`src/rtl/hdmi_fb_scanout_arbiter.sv`:
```
// hdmi_fb_scanout_arbiter
// Shares one single-port framebuffer RAM between HDMI scanout reads and
// camera pixel writes. Follows the transceiver raster and upscales a
// 2^S-reduced framebuffer. Scanout reads only on the first pixel of each
// 2^S group; every other slot, and all of blanking, belongs to the writer.
module hdmi_fb_scanout_arbiter #(
    parameter int H_PIXEL     = 1280,
    parameter int V_PIXEL     = 720,
    parameter int SCALE_SHIFT = 2,
    parameter int FB_ADDR_W   = 16,
    parameter int PIX_W       = 24
) (
    input  logic                 pixclk,
    input  logic                 reset,
    input  logic [20:0]          addr,
    input  logic                 vid_active,
    input  logic                 wr_valid,
    output logic                 wr_ready,
    input  logic [FB_ADDR_W-1:0] wr_addr,
    input  logic [PIX_W-1:0]     wr_data,
    output logic                 wr_err,
    output logic                 mem_en,
    output logic                 mem_we,
    output logic [FB_ADDR_W-1:0] mem_addr,
    output logic [PIX_W-1:0]     mem_wdata,
    input  logic [PIX_W-1:0]     mem_rdata,
    output logic [7:0]           red,
    output logic [7:0]           green,
    output logic [7:0]           blue,
    output logic                 frame_tick
);

    localparam int XW      = $clog2(H_PIXEL);
    localparam int YW      = $clog2(V_PIXEL);
    localparam int FB_W    = H_PIXEL >> SCALE_SHIFT;
    localparam int FB_SIZE = FB_W * (V_PIXEL >> SCALE_SHIFT);
    localparam int GRP_M   = (1 << SCALE_SHIFT) - 1;

    localparam logic [XW-1:0]        X_LAST    = XW'(H_PIXEL - 1);
    localparam logic [YW-1:0]        Y_LAST    = YW'(V_PIXEL - 1);
    localparam logic [XW-1:0]        X_MASK    = XW'(GRP_M);
    localparam logic [YW-1:0]        Y_MASK    = YW'(GRP_M);
    localparam logic [FB_ADDR_W-1:0] ROW_STEP  = FB_ADDR_W'(FB_W);
    localparam logic [FB_ADDR_W:0]   FB_LIMIT  = (FB_ADDR_W + 1)'(FB_SIZE);

    logic [XW-1:0]        x;
    logic [YW-1:0]        y;
    logic [FB_ADDR_W-1:0] row_base;
    logic                 synced;
    logic                 act_d1;
    logic                 rd_d1;
    logic [PIX_W-1:0]     hold;
    logic [PIX_W-1:0]     rgb;

    logic                 resync;
    logic [XW-1:0]        x_cur;
    logic [YW-1:0]        y_cur;
    logic [FB_ADDR_W-1:0] rb_cur;
    logic                 scan_req;
    logic                 wr_in_range;
    logic [FB_ADDR_W-1:0] rd_addr;

    // addr==0 during active video pins the raster to the frame origin this
    // very cycle, so the read issued now already uses the corrected position.
    assign resync      = vid_active && (addr == '0);
    assign x_cur       = resync ? '0 : x;
    assign y_cur       = resync ? '0 : y;
    assign rb_cur      = resync ? '0 : row_base;
    assign scan_req    = vid_active && ((x_cur & X_MASK) == '0);
    assign rd_addr     = rb_cur + FB_ADDR_W'(x_cur >> SCALE_SHIFT);
    assign wr_in_range = {1'b0, wr_addr} < FB_LIMIT;

    // Single owner per cycle: scanout read first, otherwise the writer.
    always_comb begin
        wr_ready  = reset && !scan_req;
        mem_en    = 1'b0;
        mem_we    = 1'b0;
        mem_addr  = '0;
        mem_wdata = '0;
        if (reset) begin
            if (scan_req) begin
                mem_en   = 1'b1;
                mem_addr = rd_addr;
            end else if (wr_valid && wr_in_range) begin
                mem_en    = 1'b1;
                mem_we    = 1'b1;
                mem_addr  = wr_addr;
                mem_wdata = wr_data;
            end
        end
    end

    // Raster counters, FB row base and end-of-frame pulse.
    always_ff @(posedge pixclk or negedge reset) begin
        if (!reset) begin
            x          <= '0;
            y          <= '0;
            row_base   <= '0;
            frame_tick <= 1'b0;
        end else begin
            frame_tick <= 1'b0;
            if (vid_active) begin
                if (x_cur == X_LAST) begin
                    x <= '0;
                    if (y_cur == Y_LAST) begin
                        y          <= '0;
                        row_base   <= '0;
                        frame_tick <= 1'b1;
                    end else begin
                        y        <= y_cur + 1'b1;
                        // Advance one FB row after the last screen line of each group.
                        row_base <= ((y_cur & Y_MASK) == Y_MASK) ? rb_cur + ROW_STEP : rb_cur;
                    end
                end else begin
                    x        <= x_cur + 1'b1;
                    y        <= y_cur;
                    row_base <= rb_cur;
                end
            end
        end
    end

    // Dropped out-of-range writes are reported one cycle after acceptance.
    always_ff @(posedge pixclk or negedge reset) begin
        if (!reset) wr_err <= 1'b0;
        else        wr_err <= wr_ready && wr_valid && !wr_in_range;
    end

    // Two-stage pixel pipeline; output stays black until the raster has been
    // aligned by an addr==0 resync since the last reset.
    always_ff @(posedge pixclk or negedge reset) begin
        if (!reset) begin
            synced <= 1'b0;
            act_d1 <= 1'b0;
            rd_d1  <= 1'b0;
            hold   <= '0;
            rgb    <= '0;
        end else begin
            synced <= synced || resync;
            act_d1 <= vid_active && (synced || resync);
            rd_d1  <= scan_req;
            if (rd_d1) hold <= mem_rdata;
            if (act_d1) rgb <= rd_d1 ? mem_rdata : hold;
            else        rgb <= '0;
        end
    end

    assign red   = rgb[PIX_W-1 -: 8];
    assign green = rgb[PIX_W-9 -: 8];
    assign blue  = rgb[PIX_W-17 -: 8];

endmodule

```
`config.mk`:
```
export PLATFORM = sky130hd
export DESIGN_NAME = hdmi_fb_scanout_arbiter
export DESIGN_NICKNAME = d
export VERILOG_FILES = /design/src/rtl/hdmi_fb_scanout_arbiter.sv
export SDC_FILE = /design/constraint.sdc
export NUM_CORES = 1
export LEC_CHECK = 0
export CELL_PAD_IN_SITES_DETAIL_PLACEMENT = 1
export CELL_PAD_IN_SITES_GLOBAL_PLACEMENT = 2
export CORE_MARGIN = 2
export CORE_UTILIZATION = 30
export DETAILED_ROUTE_END_ITERATION = 12
export PLACE_DENSITY_LB_ADDON = 0.1
export SLEW_MARGIN = 20
export SYNTH_ARGS = -nofsm -noshare
export SYNTH_HDL_FRONTEND = slang
export SYNTH_SLANG_ARGS = --single-unit
```
`constraint.sdc`:
```
create_clock -name pixclk -period 8 [get_ports pixclk]
set_input_delay 0.8 -clock pixclk [delete_from_list [all_inputs] [get_ports pixclk]]
set_output_delay 0.8 -clock pixclk [all_outputs]
set_load 0.005 [all_outputs]
```
=== Word-level counts from Yosys, hierarchy flattened ===
Cells that the tools add are included.

* Memory bits (writable): 0
* Memories: 0
* ROM bits: 0
* Register bits: 90
* Latch bits: 0
* Output and inout bits: 69

* Reductions and logical operators: 12
* Eq/ne operators: 3
* Multiplexer cells: 25
* Divide/modulo/power cells: 0
* Multiply operators: 0
* Bitwise gates (word level): 0
* $add $sub $neg: 4
* Shift-type cells: 0
* Order comparisons: 1

{| class="wikitable"
|+ Operators by type and width
! kind !! number
|-
| 24-bit two-way mux || 5
|-
| 16-bit two-way mux || 7
|-
| 10-bit two-way mux || 3
|-
| 11-bit two-way mux || 2
|-
| 21-bit logical NOT || 1
|-
| 16-bit by 9-bit adder with 16-bit output || 1
|-
| 16-bit by 9-bit adder with 16-bit output, second input constant || 1
|-
| 16-bit less-than comparator, second input constant || 1
|-
| 11-bit by 1-bit adder with 11-bit output, second input constant || 1
|-
| 11-bit equality test, second input constant || 1
|-
| 11-bit logical NOT || 1
|-
| 10-bit by 1-bit adder with 10-bit output, second input constant || 1
|-
| 10-bit equality test, second input constant || 1
|-
| 1-bit two-way mux || 8
|-
| 1-bit logical AND || 7
|-
| 2-bit equality test, second input constant || 1
|-
| 1-bit logical NOT || 2
|-
| 1-bit logical OR || 1
|}

=== Depth between registers and ports, before layout ===
* Depth in word-level cells: 9
* Gate-level depth with buffers: 19

=== Worst setup path after synthesis ===
No wires, ideal clock.

* Path type: in2out
* Start point: input addr[7]
* End point: output mem_addr[15]
* Slack: 3.175 ns
* Required time: 7.200 ns
* Path buffers: 3
* Cell stages on the path: 15
* Data arrival time: 4.025 ns
* Path through: nor4_2 > nand4_2 > or2_1 > clkbuf_1 > buf_2 > clkbuf_1 > and2_1 > ha_1 > a21o_1 > o31ai_1 > o31ai_1 > maj3_2 > a221oi_4 > mux2i_1 > nand2_1

* Longest elaborated chain between the ends: 7

{| class="wikitable"
|+ Ends and longest elaborated chain
! item !! RTL line !! source
|-
| from (decl) || 15 || <nowiki>input logic [20:0] addr,</nowiki>
|-
| 21-bit logical NOT (*) || 65 || <nowiki>assign resync = vid_active && (addr == '0);</nowiki>
|-
| 1-bit logical AND (*) || 65 ||
|-
| branches (longest 3 deep; another with 16-bit by 9-bit adder with 16-bit output) || - ||
|-
| 16-bit two-way mux (*) || 81 || <nowiki>if (scan_req) begin</nowiki>
|-
| 16-bit two-way mux (*) || 80 || <nowiki>if (reset) begin</nowiki>
|-
| to (decl) || 24 || <nowiki>output logic [FB_ADDR_W-1:0] mem_addr,</nowiki>
|}

Mark *: on every way between the ends.

=== Final worst setup path ===
* Start point: input vid_active
* End point: output mem_addr[9]

* Longest elaborated chain between the ends: 6

{| class="wikitable"
|+ Ends and longest elaborated chain
! item !! RTL line !! source
|-
| from (decl) || 16 || <nowiki>input logic vid_active,</nowiki>
|-
| branches (longest 4 deep; another with 16-bit by 9-bit adder with 16-bit output) || - ||
|-
| 16-bit two-way mux (*) || 81 ||
|-
| 16-bit two-way mux (*) || 80 ||
|}

Marks and branches as above.

==> impl_metrics.csv <==
group,metric,value,unit
clock_tree,clockRootBuffer,"clkbuf_16",
finish,layout.nets,769,
grt,grt_use_met3,3.72,%
detailed_routing,post_drt_wl_per_cell,17.9,µm
finish,most-common-layout-cells,"clkdlybuf4s50_1, dfrtp_1, and2_1, nand2_1, nor2_1",
synth,yosys_most_used_dff,"dfrtp_1",
placed_design,post-place-ws,1820,ps
detailed_routing,drt_wl_total,16000,µm
floorplan,start_util,30.4,%
floorplan,die_h,133,µm
clock_tree,cts_buffer_depth,2,
finish,area_delta_synth_final,41.5,%
sta,tightest_slew,1070,ps
setup_path,startpoint_type,"primary input",
synth,yosysWarnings,0,
floorplan,die_w,133,µm
min_path,min_path_type,"in -> async",
power_and_ir_drop,max-vdd-ir-drop,0.0919,mV
finish,layout_commonest_cell,"clkdlybuf4s50_1",
floorplan,core-area,0.0164,mm²
power_and_ir_drop,power_density,181,mW/mm²
detailed_routing,avgViaCountPerCell,5.02,
synth,synth.distinct_cells,64,
sta,slew_headroom,28.5,%
synth,synth_top_family_by_area,"simple AND/OR/NAND/NOR gates",
clock_tree,cts_buffers,9,
synth,synthArstFlopShare,100,%
detailed_routing,antenna_left,0,
sta,fin_setup_tns,0,ps
synth,synth_compound_gate_area_share,15.3,%
setup_path,worst_path_largest_cell_delay,570,ps
floorplan,num_rows,47,
finish,n_antenna_cell,0,
setup_path,r2r-end,"row_base[15]",
clock_tree,clkLatencyLatePin,340,ps
grt,grt_max_degree,56,
synth,synth-xor-area-share,2.46,%
sta,finalCriticalPeriod,6160,ps
power_and_ir_drop,power,1.28,mW
sta,maxSlewViolCount,0,
synth,syn_inst,523,
detailed_routing,vias,4480,
synth,synth_fa_ha_area_share,2.98,%
grt,grt.busiest_layer,"met2",
sta,max_freq,0.162,GHz
clock_tree,cts_tree,"built",
setup_path,crit_required,7200,ps
synth,synthMuxAreaShare,5.82,%
setup_path,worst-path-buf-inv,3,
synth,synth_area,0.00499,mm²
clock_tree,htree_levels,3,
setup_path,worstPathCellList,"clkdlybuf4s50_1 -> buf_4 -> nor4b_2 -> nand4_2 -> or2_1 -> and2_1 -> ha_1 -> a21o_1 -> o31ai_1 -> o31ai_1 -> maj3_2 -> a221oi_4 -> xnor2_1 -> o21ai_1 -> clkdlybuf4s50_1",
detailed_routing,dr.pass1.iters,4,
placed_design,io_buffers,157,
setup_path,reg2regPathDepth,9,
grt,use_met1,24.2,%
setup_path,cpLargestDelayFamily,"buffers and inverters",
synth,synth_area_per_cell,9.54,µm²
clock_tree,post_cts_buffers,0,
setup_path,worstPathArrival,5360,ps
setup_path,r2r_slack,4870,ps
placed_design,dp_hpwl,12000,µm
clock_tree,clock_sinks,90,
floorplan,dieArea,0.0177,mm²
grt,track_usage,18.7,%
synth,ys_seq_area_share,45.1,%
clock_tree,clk_pin_slew,60,ps
floorplan,pin_count,158,
synth,synth_seq_cells,90,
grt,met2_usage,31.7,%
sta,period_share,77.0,%
sta,setup_viol,0,
job,cap_violations,0,
power_and_ir_drop,p_leak,2.99,nW
setup_path,end_kind,"output port",
placed_design,gp_congestion,0.798,
detailed_routing,first_iter_violations,166,
setup_path,r2r_start,"y[0]",
grt,antenna_found_initial,0,
setup_path,crit_fanout,32,
setup_path,path_class,"in -> out",
clock_tree,holdBufCountCts,0,
synth,synth-edff-count,0,
sta,skew,7.54,ps
synth,syn-num-nets,623,
synth,synthSimpleGateAreaFrac,25.0,%
finish,fillerInstances,1842,
finish,drive_gt1_share,8.32,%
detailed_routing,drc,0,
setup_path,critPathSlowestCell,"clkdlybuf4s50_1",
grt,grt_pass1_vias,4741,
sta,rsz0062_at_grt,"no",
grt,grt_pass1_wl,26000,µm
grt,grt-ovfl-total,0,
status,status,"finished clean",
sta,setup_ws,1840,ps
sta,hold_viol_final,0,
clock_tree,cts_resized,0,
Yosys cell counts, types with 3 or more instances:
master,instances,area share (%)
ha_1,11,2.8
nor2_1,30,2.3
xnor2_1,8,1.4
nor4_2,3,0.75
clkbuf_1,22,1.7
inv_1,13,0.98
and3_1,9,1.1
xor2_1,6,1.1
a211oi_1,4,0.60
o21ai_1,4,0.40
a21o_1,6,0.90
o2bb2ai_1,7,1.2
nor3_1,8,0.80
nand4_1,6,0.75
mux2_2,24,5.4
nand2_1,56,4.2
o21ai_0,27,2.7
and2_1,72,9.0
or3_1,3,0.38
dfrtp_1,90,45
a21oi_1,14,1.4
nor4_1,7,0.88
a31oi_1,8,1.0
o22ai_1,3,0.38
nand2b_1,4,0.50
a22o_1,7,1.2
o31ai_1,10,1.5
nand3_1,16,1.6
o21a_1,3,0.45
cell type report:
type                       instances  area, µm²  area share [%]
inverter                          13       48.8           0.691
tap                              220        275            3.90
clock inverter                     5       63.8           0.904
clock buffer                      10        239            3.39
multi-input combinational        393       2570            36.5
sequential                        90       2250            31.9
timing repair buffer             162       1610            22.8
worst max-delay path by stage:
| stage | cells after the start | start | to |
|---|---|---|---|
| after floorplan | 15 | addr[7] | mem_addr[15] |
| after global routing | 17 | vid_active | mem_addr[12] |
| after CTS | 17 | vid_active | mem_addr[12] |
| final | 15 | vid_active | mem_addr[9] |
| after global placement | 15 | vid_active | mem_addr[9] |
| after detailed placement | 17 | vid_active | mem_addr[12] |
power by group:
group / internal (mW) / total (mW) / switching, mW
clock network: 0.251 / 0.434 / 0.183
registers: 0.529 / 0.580 / 0.0514
logic: 0.153 / 0.266 / 0.112
flip-flops by register name (all words and copies together), names as in the netlist:
signal / flops
synced: 1
hold: 24
x: 11
row_base: 16
rd_d1: 1
wr_err: 1
frame_tick: 1
y: 10
rgb: 24
act_d1: 1
stage by stage:
step	hold slack [ps]	util, %	std cells	area [µm²]
floorplan	423	-	523	4990
global placement	455	41.2	878	6760
detailed placement	451	41.2	878	6760
CTS	421	43.0	893	7060
global route	443	43.0	893	7060
finish	420	43.0	893	7060
routing by layer:
layer | share of wire, % | routed length, µm
met1 | 45 | 7160
met2 | 49 | 7770
met3 | 5.5 | 883
met4 | 1.1 | 178
met5 | 0 | 0
worst register-to-register path: stages (launching register included):
cell	delay [ps]
dfrtp_1	360
and2_1	190
ha_1	240
nand3_1	230
nor4_1	410
o2111a_1	440
and2_1	440
or2_1	320
o21ai_1	130
a22o_1	250
kinds of logic (layout without fill, tap and decap cells):
family          count (synthesis)  count (layout)
simple gates                  230             230
compound gates                111             111
flops                          90              90
buf+inv                        40             190
mux                            26              26
xor+xnor                       14              14
fa+ha+maj                      12              12
No activity file was read; power rests on OpenSTA's default activity.
